### src/rtl/pipe_ctrl.sv
// Pipeline hazard controller: per-stage stall, exception flush/redirect,
// and a report-only watchdog on long runs of consecutive stalls.
module pipe_ctrl #(
    parameter int FLUSH_CYCLES = 2,
    parameter int STALL_LIMIT  = 64
) (
    input  logic        clk,
    input  logic        rst,
    input  logic        stallreq_id,
    input  logic        stallreq_ex,
    input  logic        excp_req,
    input  logic [31:0] excp_pc,
    output logic        excp_ack,
    output logic [5:0]  stall,
    output logic        flush,
    output logic [31:0] new_pc,
    output logic        new_pc_vld,
    output logic        stall_timeout
);

    typedef enum logic {RUN, FLUSH} state_t;

    localparam logic [3:0] FLUSH_LAST = 4'(FLUSH_CYCLES - 1);
    localparam logic [7:0] STALL_MAX  = 8'(STALL_LIMIT);
    localparam logic [7:0] STALL_PRE  = 8'(STALL_LIMIT - 1);

    state_t     state;
    state_t     state_nxt;
    logic [3:0] flush_cnt;
    logic [7:0] stall_cnt;
    logic       stall_cnt_en;

    always_ff @(posedge clk or posedge rst) begin
        if (rst) state <= RUN;
        else     state <= state_nxt;
    end

    always_comb begin
        state_nxt = state;
        case (state)
            RUN:     if (excp_req) state_nxt = FLUSH;
            FLUSH:   if (flush_cnt == FLUSH_LAST) state_nxt = RUN;
            default: state_nxt = RUN;
        endcase
    end

    always_comb begin
        excp_ack      = 1'b0;
        stall         = 6'b000000;
        flush         = 1'b0;
        stall_cnt_en  = 1'b0;
        stall_timeout = 1'b0;
        if (!rst) begin
            case (state)
                RUN: begin
                    if (excp_req) begin
                        excp_ack = 1'b1;
                        stall    = 6'b111111;
                    end else if (stallreq_ex) begin
                        stall = 6'b001111;
                    end else if (stallreq_id) begin
                        stall = 6'b000111;
                    end
                    // counter only runs on plain stall cycles, never on accept
                    stall_cnt_en  = stall[0] & ~excp_req;
                    stall_timeout = stall_cnt_en & (stall_cnt == STALL_PRE);
                end
                FLUSH:   flush = 1'b1;
                default: flush = 1'b0;
            endcase
        end
    end

    always_ff @(posedge clk or posedge rst) begin
        if (rst) flush_cnt <= 4'd0;
        else if (state == RUN) flush_cnt <= 4'd0;
        else flush_cnt <= flush_cnt + 4'd1;
    end

    always_ff @(posedge clk or posedge rst) begin
        if (rst) begin
            new_pc     <= 32'd0;
            new_pc_vld <= 1'b0;
        end else begin
            new_pc_vld <= excp_ack;
            if (excp_ack) new_pc <= excp_pc;
        end
    end

    always_ff @(posedge clk or posedge rst) begin
        if (rst) stall_cnt <= 8'd0;
        else if (!stall_cnt_en) stall_cnt <= 8'd0;
        else if (stall_cnt != STALL_MAX) stall_cnt <= stall_cnt + 8'd1;
    end

endmodule
### config.mk
export PLATFORM = sky130hd
export DESIGN_NAME = pipe_ctrl
export DESIGN_NICKNAME = d
export VERILOG_FILES = /design/src/rtl/pipe_ctrl.sv
export SDC_FILE = /design/constraint.sdc
export NUM_CORES = 1
export LEC_CHECK = 0
export BUFFER_PORTS_ARGS = -buffer_cell sky130_fd_sc_hd__buf_4
export CORE_MARGIN = 4
export CORE_UTILIZATION = 43
export DETAILED_ROUTE_END_ITERATION = 10
export PLACE_DENSITY = 0.72
export SLEW_MARGIN = 20
export SYNTH_ARGS = -nofsm -noshare
export SYNTH_HDL_FRONTEND = slang
export SYNTH_SLANG_ARGS = --single-unit
### constraint.sdc
create_clock -name clk -period 1.5 [get_ports clk]
set_clock_uncertainty 0.15 [all_clocks]
set_input_delay 0.15 -clock clk [delete_from_list [all_inputs] [get_ports clk]]
set_output_delay 0.15 -clock clk [all_outputs]
set_load 0.05 [all_outputs]
Word level (Yosys, flattened, before mapping):

Index checks and enable logic that the tools add are counted.

* flip-flop bits (word level): 46
* input bits: 37
* output and inout port bits: 42
* word-level logic and storage cells: 36

* add/subtract/negate cells: 2
* eq/ne operators: 4
* mux-type cells: 21
* bitwise operators: 4

Operators by type and width (count)
* 2-to-1 mux 6 bit: 5
* 2-to-1 mux 8 bit: 2
* 2-to-1 mux 1 bit: 10
* adder 8 x 1 -> 8 bit, second input constant: 1
* == test 8 x 6 -> 1 bit, second input constant: 1
* 2-to-1 mux 4 bit: 2
* inequality test 8 x 7 -> 1 bit, second input constant: 1
* adder 4 x 1 -> 4 bit, second input constant: 1
* == test 4 x 1 -> 1 bit, second input constant: 1
* 2-to-1 mux 3 bit: 1
* bitwise AND 1 bit: 2
* inequality test 2 x 1 -> 1 bit, second input constant: 1
* inverter 1 bit: 2
* one-hot mux 1 bit (2 select lines): 1

Depth between registers and ports, before layout:

* depth in word-level cells: 9
* depth in mapped cells: 5
* mapped depth without buffers: 5

Worst setup path before layout:

OpenSTA, ideal clock, no wires.

* path kind: reg-to-output
* from: register state
* to: output stall_timeout
* data arrival time: 2.506 ns
* required time: 1.200 ns
* path slack: -1.306 ns
* cell stages (with the launch flop): 5
* buffers on the path: 1
* cell sequence: dfrtp_1 -> buf_6 -> nor2_1 -> o211ai_2 -> nor4b_1

* longest elaborated chain between the ends: 2

Ends and longest elaborated chain
* from (decl): RTL line 27 `state_t state;`
* from (signal assigned): RTL line 35 `else state <= state_nxt;`
* 2-to-1 mux 1 bit: RTL line 54 `case (state)`
* 2-to-1 mux 1 bit: RTL line 53 `if (!rst) begin`
* to (decl): RTL line 18 `output logic stall_timeout`

No other way between the ends.

Worst setup path after layout:

* from: register stall_cnt[4]
* to: output stall_timeout

* longest elaborated chain between the ends: 4

Ends and longest elaborated chain
* from (decl): RTL line 30 `logic [7:0] stall_cnt;`
* from (signal assigned): RTL line 93 `else if (stall_cnt != STALL_MAX) stall_cnt <= stall_cnt + 8'd1;`
* == test 8 x 6 -> 1 bit: RTL line 66 `stall_timeout = stall_cnt_en & (stall_cnt == STALL_PRE);`
* bitwise AND 1 bit: RTL line 66
* 2-to-1 mux 1 bit: RTL line 54
* 2-to-1 mux 1 bit: RTL line 53

No other way between the ends.

==> metrics.md <==
| Metric | Value |
|---|---|
| Vias/cell | 5.119 |
| Share of cells above drive strength 1 | 0.5614 |
| Setup ws final | -0.2883 ns |
| Syn Area/Cell | 13.47 sq um |
| Root Driver | clkbuf_8 |
| Total track usage | 0.2295 |
| Fin cells | 337 |
| Worst Path Arrival | 1.49 ns |
| WS Path Type | reg2out |
| Period utilization | 1.192 |
| Sequential power share | 0.295 |
| Largest net degree at the start of global routing | 34 |
| Via count | 1725 |
| Leakage | 1.704 nW |
| Sequential share of the synthesized area | 0.5815 |
| Syn Nets | 188 |
| Remaining antenna violation count | 0 |
| Cell Rows | 24 |
| Vias in the first global route | 1796 |
| CTS tree | done |
| Final min period | 1.788 ns |
| Worst-Skew Late Latency | 0.31 ns |
| DRC | 0 |
| Worst-Margin Slew | 0.4230 ns |
| Core area | 0.004414 sq mm |
| Failing checks | setup timing |
| Port Buffers | 78 |
| Switch Pwr | 3.219 mW |
| Asr flop ratio synth | 1.000 |
| Total die area | 0.005752 sq mm |
| Commonest non-fill, non-tap cell in the layout | buf_4 |
| Drt wl/cell | 19.12 microns |
| RSZ-0062 raised after global routing | yes |
| Gate power share | 0.573 |
| Worst VDD drop | 0.001280 V |
| Initial DRC Count | 73 |
| Cells after DPL | 281 |
| Worst path cell trace | nand4_1, nor2_1, nor4b_4, buf_6 |
| Slowest stage cell, crit path | dfrtp_1 |
| First-pass GRT wire length | 9542 microns |
| Final net count | 325 |
| Internal power | 3.921 mW |
| CP Launch Type | flip-flop |
| Top delay family on crit path | simple AND/OR/NAND/NOR gates |
| PwrDens | 1986 mW/mm^2 |
| Post-Route WL | 6444 microns |
| Post-synthesis instance total | 147 |
| Die W | 75.85 microns |
| Clock tree buffer depth | 2 |
| Ys flop type | dfrtp_1 |
| Seq cells post-synth | 46 |
| Global route total overflow | 0 |
| Relative slew slack | 0.7174 |
| Sink Count | 46 |
| Area growth syn-to-layout | 81.67% |
| Detail Placement HPWL | 3446 microns |
| Initial antenna violation count | 0 |
| Setup TNS | -7.622 ns |
| EDFF count, synth | 0 |
| Setup crit end kind | output pin |
| Total CTS buffers | 5 |
| CP peak stage delay | 0.43 ns |
| H-tree Lvls | 2 |
| Final hold viol count | 0 |
| Max_cap viols | 0 |
| Chip Height | 75.85 microns |
| Gpl congestion | 0.7944 |
| Commonest non-fill, non-tap cells in the layout | buf_4 (82), dfrtp_1 (45), dlygate4sd3_1 (34) |
| IO Pins | 79 |
| Data required, critical path | 1.20 ns |
| Synth cell types | 29 |
| Max-slew violations | 0 |
| Reg clk slew, reported paths | 0.10 ns |
| Ant. Diodes | 0 |
| Crit-path max FO | 5 |
| Worst Path Buf+Inv | 1 |
| Yosys warnings | 0 |
| Status | finished with violations |
| Sw Share | 0.4509 |
| Final setup viols | 44 |
| Netlist Area Pre-Place | 0.001979 sq mm |
| FMAX | 559.2 MHz |
| Clock share of power | 0.132 |
| Drt first pass iters | 4 |
| Worst min-delay path class | in2reg |
| Initial Util | 0.4484 |
## power groups by stage
stage | logic [mW] | registers [mW] | clock network, mW
after floorplan | 1.13 | 3.58 | 0
after global placement | 3.64 | 2.06 | 0
after detailed placement | 3.68 | 2.08 | 0
after CTS | 4.08 | 2.06 | 0.943
after global routing | 4.26 | 2.16 | 0.999
final | 4.09 | 2.11 | 0.941
## metrics by stage
| step | setup slack, ns | hold WS, ns | area, sq um | power, mW | util |
|---|---|---|---|---|---|
| floorplan | -0.2201 | 0.1480 | 2153 | 4.706 | - |
| global placement | -0.04924 | 0.02812 | 2825 | 5.701 | 0.6400 |
| detailed placement | -0.07005 | 0.03139 | 2825 | 5.759 | 0.6400 |
| CTS | -0.2754 | 0.2014 | 3611 | 7.085 | 0.8180 |
| global route | -0.3558 | 0.2191 | 3596 | 7.416 | 0.8146 |
| finish | -0.2883 | 0.2048 | 3596 | 7.140 | 0.8146 |
## layer usage
metal / part of all wire / track usage
met5: 0 / 0
met4: 0.014 / 0.06408
met3: 0.075 / 0.06069
met2: 0.54 / 0.4183
met1: 0.37 / 0.2630
## worst register-to-register path, cell delays in order (launching register included)
cell     delay (ns)
dfrtp_2        0.43
buf_6          0.13
nor3_4         0.26
buf_12         0.19
buf_16         0.13
mux2_4         0.30
## layout make-up
class                   count  area [sq um]
repair buffers            139          1328
multi-input cells          86         915.9
fillers                   244         818.3
flip-flops and latches     46          1152
well taps                  52         65.06
inverters                   6         22.52
clock buffers               5         68.82
clock inverters             3         43.79
## timing repair
item | CTS | global route
endpoints found under the setup margin | 43 | 47
gates cloned | 4 | 0
resized for setup | 40 | 10
hold buffers | 34 | 0
pin swaps | 1 | 5
buffers inserted | 9 | 5
endpoints found under the hold margin | 46 | 0
## cell usage after synthesis (all sizes together), types with 2 or more instances
master	instances	area, sq um
a21oi	6	30.03
buf	8	75.07
o21ai	4	20.02
nor4b	2	17.52
nor2	6	22.52
nand2	2	7.510
xor2	3	26.28
or3	3	18.77
inv	6	22.52
nor2b	3	18.77
mux2	32	360.4
and2	2	12.51
nand3	6	30.03
dfrtp	46	1151
nor3	3	26.28
ha	4	50.05
## sequential cells by signal, indices dropped and copies added (netlist names)
| name | count |
|---|---|
| new_pc | 32 |
| stall_cnt | 8 |
| flush_cnt | 4 |
| new_pc_vld | 1 |
| state | 1 |
## cells by family after synthesis
logic type | synth area share
AO/OA/AOI/OAI | 0.04741
XOR/XNOR | 0.01770
adder cells (fa/ha/maj) | 0.02529
buffers and inverters | 0.05183
flip-flops | 0.5815
multiplexers | 0.1821
AND/OR/NAND/NOR | 0.09420
## final timing paths
check                             startpoint             to  slack (ns)  cells past startpoint
worst max-delay path            stall_cnt[4]  stall_timeout       -0.29                      4
min in group asynchronous                rst      new_pc[6]        0.31                      3
worst min register to register  flush_cnt[0]   flush_cnt[0]        0.36                      1
worst max register to register         state     new_pc[25]       -0.20                      5
worst min-delay path                     rst     new_pc_vld        0.20                      4
max in group asynchronous                rst          state        0.39                      4
No activity file was read; power rests on OpenSTA's default activity.
